### src/rtl/ssp_pkg.sv
// ---------------------------------------------------------------------------
// ssp_pkg
// Shared definitions for the SSP slave front end: the UART register map
// addresses carried in the frame header, the frame geometry and the
// frame-tracking state encoding.
// No ports (package).
// ---------------------------------------------------------------------------
package ssp_pkg;

  // UART register addresses carried in frame bits 15..13
  localparam logic [2:0] RA_UCR = 3'd0;
  localparam logic [2:0] RA_USR = 3'd1;
  localparam logic [2:0] RA_TDR = 3'd2;
  localparam logic [2:0] RA_RDR = 3'd3;
  localparam logic [2:0] RA_SPR = 3'd4;

  // Frame geometry: 4 header bits (RA + WnR) followed by 12 data bits
  localparam int FRAME_W = 16;
  localparam int HDR_W   = 4;
  localparam int DATA_W  = 12;

  typedef enum logic [1:0] {
    IDLE = 2'd0,
    HDR  = 2'd1,
    DATA = 2'd2,
    DONE = 2'd3
  } ssp_state_t;

endpackage

### src/rtl/ssp_sync.sv
// ---------------------------------------------------------------------------
// ssp_sync
// Brings one asynchronous pin into the clk domain through two flops and
// produces single-cycle rise/fall strobes from the synchronized level.
// Ports:
//   clk   in  : system clock, rising edge
//   rst   in  : synchronous active-high reset, clears the whole pipeline
//   din   in  : asynchronous input pin
//   level out : synchronized level
//   rise  out : 1-cycle strobe, synchronized level went 0->1
//   fall  out : 1-cycle strobe, synchronized level went 1->0
// ---------------------------------------------------------------------------
module ssp_sync (
  input  logic clk,
  input  logic rst,
  input  logic din,
  output logic level,
  output logic rise,
  output logic fall
);

  logic meta;
  logic sync;
  logic prev;

  // Two flops for metastability, a third holds the previous synchronized
  // value so the edge strobes compare two clean samples.
  always_ff @(posedge clk) begin
    if (rst) begin
      meta <= 1'b0;
      sync <= 1'b0;
      prev <= 1'b0;
    end else begin
      meta <= din;
      sync <= meta;
      prev <= sync;
    end
  end

  assign level = sync;
  assign rise  = sync & ~prev;
  assign fall  = ~sync & prev;

endmodule

### src/rtl/ssp_slave_fe.sv
// ---------------------------------------------------------------------------
// ssp_slave_fe
// SPI (mode 0) slave front end that turns 16-bit frames into UART register
// accesses. Header (RA, WnR) is presented as soon as it has been shifted in,
// read data is shifted out on MISO during the 12 data bits, and the write
// data is presented with a one-cycle end-of-cycle strobe.
// Ports:
//   Clk       in      : system clock, rising edge
//   Rst       in      : synchronous active-high reset
//   SSP_SSEL  in      : frame select, active high, asynchronous
//   SSP_SCK   in      : serial clock, idle low, asynchronous
//   SSP_MOSI  in      : serial data in, MSB first
//   SSP_MISO  out     : serial data out, MSB first
//   SSP_RA    out [3] : register address from the frame header
//   SSP_WnR   out     : 1 = write, 0 = read
//   SSP_En    out     : register access in progress
//   SSP_EOC   out     : end-of-cycle strobe, 1 Clk
//   SSP_DI    out [12]: write data (frame bits 11..0)
//   SSP_DO    in  [12]: read data from the UART
//   FrmErr    out     : aborted-frame strobe, 1 Clk
// ---------------------------------------------------------------------------
module ssp_slave_fe
  import ssp_pkg::*;
(
  input  logic                Clk,
  input  logic                Rst,
  input  logic                SSP_SSEL,
  input  logic                SSP_SCK,
  input  logic                SSP_MOSI,
  output logic                SSP_MISO,
  output logic [2:0]          SSP_RA,
  output logic                SSP_WnR,
  output logic                SSP_En,
  output logic                SSP_EOC,
  output logic [DATA_W-1:0]   SSP_DI,
  input  logic [DATA_W-1:0]   SSP_DO,
  output logic                FrmErr
);

  localparam logic [4:0] HDR_LAST   = 5'(HDR_W - 1);
  localparam logic [4:0] FRAME_LAST = 5'(FRAME_W - 1);

  logic ssel_rise;
  logic ssel_fall;
  logic sck_rise;
  logic sck_fall;
  logic mosi;

  logic unused_ssel_level;
  logic unused_sck_level;
  logic unused_mosi_rise;
  logic unused_mosi_fall;
  logic unused_frame_msb;

  ssp_state_t          state;
  logic [4:0]          bit_cnt;
  logic [FRAME_W-1:0]  shift_reg;
  logic [DATA_W-1:0]   miso_reg;
  logic                hdr_done;
  logic                load_pending;
  logic                done_pending;

  ssp_sync u_sync_ssel (
    .clk   (Clk),
    .rst   (Rst),
    .din   (SSP_SSEL),
    .level (unused_ssel_level),
    .rise  (ssel_rise),
    .fall  (ssel_fall)
  );

  ssp_sync u_sync_sck (
    .clk   (Clk),
    .rst   (Rst),
    .din   (SSP_SCK),
    .level (unused_sck_level),
    .rise  (sck_rise),
    .fall  (sck_fall)
  );

  // MOSI only needs its level; it is sampled on the SCK rise strobe, which
  // has the same two-flop latency so data and clock stay aligned.
  ssp_sync u_sync_mosi (
    .clk   (Clk),
    .rst   (Rst),
    .din   (SSP_MOSI),
    .level (mosi),
    .rise  (unused_mosi_rise),
    .fall  (unused_mosi_fall)
  );

  // The top frame bit has already been copied to SSP_RA at header time.
  assign unused_frame_msb = shift_reg[FRAME_W-1];

  // Frame tracker. The *_pending flags split each phase into a chain of
  // one-cycle steps: header latch -> MISO load, and frame end -> EOC.
  // En stays high through the EOC cycle and drops on the following edge.
  // An SSEL drop that coincides with the last SCK rise still completes the
  // frame; any other SSEL drop in HDR/DATA aborts with FrmErr.
  always_ff @(posedge Clk) begin
    if (Rst) begin
      state        <= IDLE;
      bit_cnt      <= '0;
      shift_reg    <= '0;
      miso_reg     <= '0;
      hdr_done     <= 1'b0;
      load_pending <= 1'b0;
      done_pending <= 1'b0;
      SSP_MISO     <= 1'b0;
      SSP_RA       <= '0;
      SSP_WnR      <= 1'b0;
      SSP_En       <= 1'b0;
      SSP_EOC      <= 1'b0;
      SSP_DI       <= '0;
      FrmErr       <= 1'b0;
    end else begin
      SSP_EOC      <= 1'b0;
      FrmErr       <= 1'b0;
      hdr_done     <= 1'b0;
      load_pending <= 1'b0;
      done_pending <= 1'b0;

      if (hdr_done) begin
        SSP_RA       <= shift_reg[3:1];
        SSP_WnR      <= shift_reg[0];
        SSP_En       <= 1'b1;
        load_pending <= 1'b1;
      end

      if (load_pending) begin
        miso_reg <= SSP_DO;
      end

      if (done_pending) begin
        SSP_DI  <= shift_reg[DATA_W-1:0];
        SSP_EOC <= 1'b1;
      end

      if (SSP_EOC) begin
        SSP_En <= 1'b0;
      end

      case (state)
        IDLE: begin
          if (ssel_rise) begin
            state     <= HDR;
            bit_cnt   <= '0;
            shift_reg <= '0;
            miso_reg  <= '0;
            SSP_MISO  <= 1'b0;
          end
        end

        HDR: begin
          if (ssel_fall) begin
            state        <= IDLE;
            SSP_En       <= 1'b0;
            FrmErr       <= 1'b1;
            hdr_done     <= 1'b0;
            load_pending <= 1'b0;
          end else if (sck_rise) begin
            shift_reg <= {shift_reg[FRAME_W-2:0], mosi};
            bit_cnt   <= bit_cnt + 5'd1;
            if (bit_cnt == HDR_LAST) begin
              state    <= DATA;
              hdr_done <= 1'b1;
            end
          end
        end

        DATA: begin
          if (sck_rise && (bit_cnt == FRAME_LAST)) begin
            shift_reg    <= {shift_reg[FRAME_W-2:0], mosi};
            bit_cnt      <= bit_cnt + 5'd1;
            done_pending <= 1'b1;
            state        <= ssel_fall ? IDLE : DONE;
          end else if (ssel_fall) begin
            state        <= IDLE;
            SSP_En       <= 1'b0;
            FrmErr       <= 1'b1;
            hdr_done     <= 1'b0;
            load_pending <= 1'b0;
          end else begin
            if (sck_rise) begin
              shift_reg <= {shift_reg[FRAME_W-2:0], mosi};
              bit_cnt   <= bit_cnt + 5'd1;
            end
            // Every SCK fall seen in DATA (after rises 4..15) presents the
            // next read bit, ready for the master's following rise.
            if (sck_fall) begin
              SSP_MISO <= miso_reg[DATA_W-1];
              miso_reg <= {miso_reg[DATA_W-2:0], 1'b0};
            end
          end
        end

        DONE: begin
          if (ssel_fall) begin
            state <= IDLE;
          end
        end

        default: state <= IDLE;
      endcase
    end
  end

endmodule

### config.mk
export PLATFORM = sky130hd
export DESIGN_NAME = ssp_slave_fe
export DESIGN_NICKNAME = d
export VERILOG_FILES = /design/src/rtl/ssp_pkg.sv /design/src/rtl/ssp_sync.sv /design/src/rtl/ssp_slave_fe.sv
export SDC_FILE = /design/constraint.sdc
export NUM_CORES = 1
export LEC_CHECK = 0
export ABC_CLOCK_PERIOD_IN_PS = 1700
export CAP_MARGIN = 10
export CORE_MARGIN = 3
export CORE_UTILIZATION = 49
export DETAILED_ROUTE_END_ITERATION = 6
export PLACE_DENSITY_LB_ADDON = 0.12
export RECOVER_POWER = 100
export SETUP_SLACK_MARGIN = 0.02
export SLEW_MARGIN = 25
export SYNTH_ARGS = -nofsm -noshare
export SYNTH_HDL_FRONTEND = slang
export SYNTH_SLANG_ARGS = --single-unit
### constraint.sdc
create_clock -name Clk -period 1.7 [get_ports Clk]
set_input_delay 0.255 -clock Clk [delete_from_list [all_inputs] [get_ports Clk]]
set_output_delay 0.255 -clock Clk [all_outputs]
set_load 0.03 [all_outputs]
==> results of run 1 <==
## cell usage in the layout (no fill, tap or decap), drive strengths merged, types with 3 or more instances in the layout
cell type / n
a211oi: 7
a21oi: 15
a22o: 4
a22oi: 4
and2: 3
and2b: 3
buf: 37
clkbuf: 13
clkdlybuf4s50: 33
clkinv: 3
dfxtp: 62
ha: 6
inv: 5
mux2i: 30
nand2: 29
nand2b: 6
nand4: 5
nor2: 30
nor2b: 12
nor3: 5
o21ai: 27
## metrics by stage
stage	setup slack (ns)	cell area, um2	power (mW)	TNS (ns)
global route	-0.107	3670	2.97	-1.20
global placement	-0.0207	3310	1.68	-0.0621
CTS	-0.00165	3590	2.88	-0.00165
detailed placement	-0.0499	3310	1.68	-0.592
floorplan	0.0152	2680	1.59	0
finish	-0.0327	3670	2.85	-0.0764
## cells in the mapped netlist
cell       n
buf_6      1
nor3_1     5
o21ai_1    1
nor4b_1    1
nor4b_2    1
nor2_1    30
ha_1       6
nor2b_1   12
nand2_1   29
o22ai_1    1
a21oi_1   15
nor3b_2    1
inv_1      5
nor4_1     1
nor3b_1    1
and3_1     1
o211ai_1   2
and2_1     3
o21a_1     1
o41a_1     1
or2_2      1
mux2i_1   30
o31ai_1    2
a211oi_1   6
buf_1      5
nand2b_1   5
a31o_2     1
a221oi_1   1
dfxtp_1   62
a21o_1     1
a31oi_1    2
nand2b_2   1
nor4_2     1
clkbuf_1   2
a22oi_1    4
and2b_1    3
o21ai_0   26
a211oi_2   1
a22o_1     4
buf_2      9
nand4_1    5
## where the power goes
part,switching (mW),internal [mW],total (mW),leakage (nW)
Clock,0.579,0.605,1.18,0.0913
Combinational,0.100,0.104,0.205,0.694
Sequential,0.00628,1.46,1.47,0.503
Total,0.686,2.17,2.85,1.29
## cells by family after synthesis
group | share of synthesized area
muxes | 0.113
buffers and inverters | 0.0382
and+or+nand+nor | 0.192
adders and majority gates | 0.0283
DFF | 0.468
AOI/OAI and AO/OA | 0.160
## area by class of cell
cell class	instances	area (um2)	area share
inverters	5	18.8	0.00512
multi-input cells	206	1470	0.400
well taps	70	87.6	0.0239
flip-flops and latches	62	1250	0.340
clock buffers	11	151	0.0413
clock inverters	5	33.8	0.00922
repair buffers	74	659	0.180
## routing by layer
metal  GRT usage  vias to the layer above
li1            -                     1151
met1       0.271                     1075
met2       0.332                       58
met3      0.0418                       12
met4       0.107                        0
met5           0                        -
## worst register-to-register path: cells and delay by family (launching register included)
kind	cells	cell delay (ns)
DFF	1	0.35
AOI/OAI and AO/OA	3	0.55
adders and majority gates	2	0.28
and+or+nand+nor	3	0.43
## path summary, 6_finish.rpt
check                         from           endpoint  slack, ns  depth (start not counted)
setup / recovery        bit_cnt[0]       shift_reg[0]      -0.03                          8
hold / removal    u_sync_mosi.meta  u_sync_mosi.level       0.44                          1
setup reg to reg        bit_cnt[0]       shift_reg[0]      -0.03                          8
hold reg to reg   u_sync_mosi.meta  u_sync_mosi.level       0.44                          1
## what timing repair did
action,CTS,global route
endpoints found under the setup margin,27,33
resized for setup,21,31
buffers inserted,1,1
cloned,2,0
pin swaps,9,23
==> summary.md, run 1 <==
| Metric | Value |
|---|---|
| Largest net degree at the start of global routing | `31` |
| Final Hold Vio Count | `0` |
| Setup CP Type | `reg2reg` |
| Initial antenna violation count | `0` |
| Leak Pwr | `1.29 nW` |
| Detailed Route Iter0 Violations | `102` |
| Worst path slowest cell | `dfxtp_2` |
| Vias per cell | `5.30` |
| Bufs and invs on worst path | `0` |
| DP Cell Count | `413` |
| First-pass GRT wire length | `10300 um` |
| Unrepaired setup endpoints after global routing | `true` |
| Area grow syn2layout | `38.2%` |
| Hold buffer count at cts | `0` |
| Most used cell, CP | `ha_4` |
| Post-synthesis sequential area ratio | `0.468` |
| Routed wl met3 | `250 um` |
| PortBufs | `36` |
| Req. time, crit path | `1.91 ns` |
| Routability cong. | `0.852` |
| Drt total wl | `6080 um` |
| Finished Layout Cells | `433` |
| Fmax | `577 MHz` |
| Die area | `6330 um2` |
| Fillers | `387` |
| Root buffer cell | `clkbuf_8` |
| Post-synth top area share | `0.468` |
| Failing checks | `setup timing` |
| Final min period | `1.73 ns` |
| Final net count | `381` |
| Htree depth | `3` |
| Clock Tree Buf Depth | `2` |
| Clock sink count | `62` |
| Period utilisation layout | `1.02` |
| M1 WL | `2890 um` |
| Max Transition Viols Final | `0` |
| Worst Setup End Kind | `flip-flop` |
| Chip Height | `79.6 um` |
| Highest metal used | `met4` |
| Top cells by area, synth | `dfxtp_1 47%, mux2i_1 11%, o21ai_0 4.9%, nor2_1 4.2%, nand2_1 4.1%` |
| Distinct cells, synth | `41` |
| Worst skew pair latency | `0.34 ns` |
| Outcome | `finished with violations` |
| Post-route ant nets | `0` |
| Worst rel slew slack | `0.642` |
| Synthesized area per cell | `9.15 um2` |
| Total GRT Usage | `0.210` |
| Net Count, Synth | `313` |
| Startpoint Class | `flip-flop` |
| Core Footprint | `5170 um2` |
| Cell family with the largest share of critical-path delay | `compound AO/OA/AOI/OAI gates` |
| PD cells | `779 nW/um2` |
| Grt ovf | `0` |
| Maximum vdd drop | `0.546 mV` |
| WP data arrival | `1.94 ns` |
| Num rows | `26` |
| MaxCap Viol Count | `0` |
| Initial Util | `0.513` |
| DRC | `0` |
| WL met2 | `2830 um` |
| Actual slew at the worst max-slew pin | `0.537 ns` |
| DR WL/cell | `14.0 um` |
| Crit-path max FO | `5` |
| Antenna Cells | `0` |
| Cell area after synthesis | `2650 um2` |
| Hpwl dp | `3940 um` |
| Yosys top cell by area | `dfxtp_1` |
| Min-delay worst type | `reg2reg` |
| Vias in the first global route | `2245` |
| Chip width | `79.6 um` |
| FF+latch count, synth | `62` |
| Share of cells above drive strength 1 | `0.245` |
| PnR worst setup slack | `-0.0327 ns` |
| Final setup fails | `4` |
| YS warnings | `0` |
| Clk slew on worst S/H paths | `0.06 ns` |
| Final Util | `0.709` |
| Total vias in the final route | `2296` |
| CTS tree | `done` |
| Num ports | `37` |
| CTS Buf Count | `9` |
| Worst path cell trace | `ha_4, and3_4, ha_4, nor2b_4, o21ai_4, a31o_4, a22oi_2, nor2_1` |
| Max incr delay on CP | `0.35 ns` |
| Drt pass-1 iters | `4` |
| WHS | `0.439 ns` |
| Clock Skews | `0.00808 ns` |
| Post-Syn Instances | `290` |
Power figures use the tool's default switching activity.
==> inputs of run 2 (changes only) <==
--- a/config.mk
+++ b/config.mk
@@ -7,7 +7,6 @@
 export LEC_CHECK = 0
 export ABC_CLOCK_PERIOD_IN_PS = 1700
 export CAP_MARGIN = 10
-export CORE_MARGIN = 3
 export CORE_UTILIZATION = 49
 export DETAILED_ROUTE_END_ITERATION = 6
 export PLACE_DENSITY_LB_ADDON = 0.12
==> run 2 against run 1 <==
The flow now finishes without violations. Die area decreased by 9.8%. Non-clock buffer count decreased by 3. Flip-flop and latch count unchanged. Combinational power increased by 6%. Largest cell class unchanged.
==> summary.md, run 2 (synthesis results as in run 1) <==
| Metric | Value |
|---|---|
| Outcome | `finished clean` |
| Crit-path max FO | `5 (unchanged)` |
| Detailed Route Iter0 Violations | `99 (-2.9%)` |
| Num rows | `26 (unchanged)` |
| Min-delay worst type | `reg2reg` |
| Bufs and invs on worst path | `2 (+2)` |
| CTS Buf Count | `9 (unchanged)` |
| Drt pass-1 iters | `4 (unchanged)` |
| Vias per cell | `5.30 (about the same)` |
| Worst Setup End Kind | `flip-flop` |
| Area grow syn2layout | `39.5%` |
| Clock Skews | `0.00635 ns (-0.00173 ns)` |
| Final Hold Vio Count | `0 (unchanged)` |
| Hpwl dp | `3950 um (+0.34%)` |
| Unrepaired setup endpoints after global routing | `true` |
| WP data arrival | `1.89 ns (-0.05 ns)` |
| Cell Area, Placed | `3310 um2 (about the same)` |
| Chip Height | `75.6 um (-5.0%)` |
| Fillers | `399 (+3.1%)` |
| Worst path cell trace | `buf_4, ha_2, or2_2, buf_4, nor2_1, nor4_1, o31ai_1, o22ai_1` |
| Startpoint Class | `flip-flop` |
| First-pass GRT wire length | `9410 um (-8.9%)` |
| Leak Pwr | `1.28 nW (-0.33%)` |
| M1 WL | `2890 um (+0.28%)` |
| Clock Tree Buf Depth | `2 (unchanged)` |
| Maximum vdd drop | `0.731 mV (+34%)` |
| MaxCap Viol Count | `0 (unchanged)` |
| Vias in the first global route | `2113 (-5.9%)` |
| Highest metal used | `met4` |
| Worst rel slew slack | `0.712 (+0.0702)` |
| Routed wl met3 | `261 um (+4.4%)` |
| Final min period | `1.68 ns (-0.0511 ns)` |
| PortBufs | `36 (unchanged)` |
| Chip width | `75.6 um (-5.0%)` |
| Worst skew pair latency | `0.34 ns (about the same)` |
| Core Footprint | `5170 um2 (unchanged)` |
| Die area | `5710 um2 (-9.8%)` |
| Share of cells above drive strength 1 | `0.242 (-0.00351)` |
| WL met2 | `2980 um (+5.4%)` |
| PD cells | `811 nW/um2 (+4.1%)` |
| Final net count | `378 (-0.79%)` |
| Total vias in the final route | `2278 (-0.78%)` |
| Clock sink count | `62 (unchanged)` |
| Root buffer cell | `clkbuf_8` |
| Initial antenna violation count | `0 (unchanged)` |
| Most common cell after layout, fill and taps aside | `dfxtp_1` |
| Htree depth | `3 (unchanged)` |
| Antenna Cells | `0 (unchanged)` |
| Max Transition Viols Final | `0 (unchanged)` |
| Most frequent cells in the layout | `59 x dfxtp_1, 34 x clkdlybuf4s50_1, 30 x mux2i_1, 29 x nor2_1, 28 x nand2_1` |
| Cell family with the largest share of critical-path delay | `simple AND/OR/NAND/NOR gates` |
| Most used cell, CP | `buf_4` |
| Grt ovf | `0 (unchanged)` |
| Req. time, crit path | `1.91 ns (about the same)` |
| Worst path slowest cell | `or2_2` |
| Post-route ant nets | `0 (unchanged)` |
| PnR worst setup slack | `0.0184 ns (+0.0511 ns)` |
| DRC | `0 (unchanged)` |
| Period utilisation layout | `0.989 (-0.0301)` |
| Initial Util | `0.513 (unchanged)` |
| Pre-CTS setup slack | `-0.0602 ns (-0.0103 ns)` |
| Actual slew at the worst max-slew pin | `0.432 ns (-0.105 ns)` |
| Final Cell Area | `3700 um2 (+0.92%)` |
| DR WL/cell | `14.6 um (+3.8%)` |
| DP Cell Count | `411 (-0.48%)` |
| Fmax | `595 MHz (+3.0%)` |
| Final setup fails | `0 (-4)` |
| Clk slew on worst S/H paths | `0.06 ns (about the same)` |
| Total GRT Usage | `0.223 (+0.0133)` |
| Setup CP Type | `reg2reg` |
| Max incr delay on CP | `0.34 ns (about the same)` |
| Finished Layout Cells | `430 (-0.69%)` |
| Num ports | `37 (unchanged)` |
| CTS tree | `done` |
| Routability cong. | `0.922 (+8.1%)` |
| Drt total wl | `6270 um (+3.1%)` |
| Largest net degree at the start of global routing | `38 (+23%)` |
| WHS | `0.442 ns (+0.00350 ns)` |
==> run 2: cell types whose count changed in the layout (fill, tap and decap cells not counted), moves of 2 or more <==
cell / delta
buf_4: -6
clkbuf_1: +3
nand2_1: +2
o21ai_0: +3
o21ai_1: -3
==> run 2: power breakdown <==
group	leakage (nW)	switching [mW]	total, mW	internal, mW
Combinational	0.681	0.108	0.218	0.109
Clock	0.0996	0.559	1.31	0.756
Sequential	0.502	0.00549	1.47	1.46
==> run 2: layout make-up <==
| class | instances | area, um2 | share of cell area |
|---|---|---|---|
| multi-input combinational | 206 | 1500 | 0.406 |
| sequential | 62 | 1240 | 0.336 |
| timing repair buffer | 71 | 643 | 0.174 |
| clock buffer | 13 | 159 | 0.0429 |
| tap | 70 | 87.6 | 0.0237 |
| clock inverter | 3 | 42.5 | 0.0115 |
| inverter | 5 | 18.8 | 0.00507 |
==> run 2: repair_timing <==
item,in CTS,in global routing
setup endpoints to repair,32,31
buffers inserted,0,1
cloned,1,1
pin swaps,3,13
hold endpoints to repair,0,0
hold buffers,0,0
gates resized for setup,13,40
==> run 2: final timing paths <==
path / cells past startpoint / slack [ns] / endpoint / from
setup reg to reg: 8 / 0.02 / state[1] / state[0]
hold reg to reg: 1 / 0.44 / u_sync_ssel.level / u_sync_ssel.meta
hold / removal: 1 / 0.44 / u_sync_ssel.level / u_sync_ssel.meta
setup / recovery: 8 / 0.02 / state[1] / state[0]
==> run 2: per-stage QoR <==
step	util	setup TNS (ns)	power, mW
final	0.715	0	3.00
after global routing	0.715	-0.324	3.09
after CTS	0.688	0	3.00
after detailed placement	0.640	-0.686	1.68
after global placement	0.640	-0.0862	1.68
after floorplan	-	0	1.59
==> run 2: layer usage <==
metal	track usage	vias to the layer above
met1	0.269	1071
met5	0	-
met3	0.0582	12
met2	0.369	48
met4	0.113	0
li1	-	1147
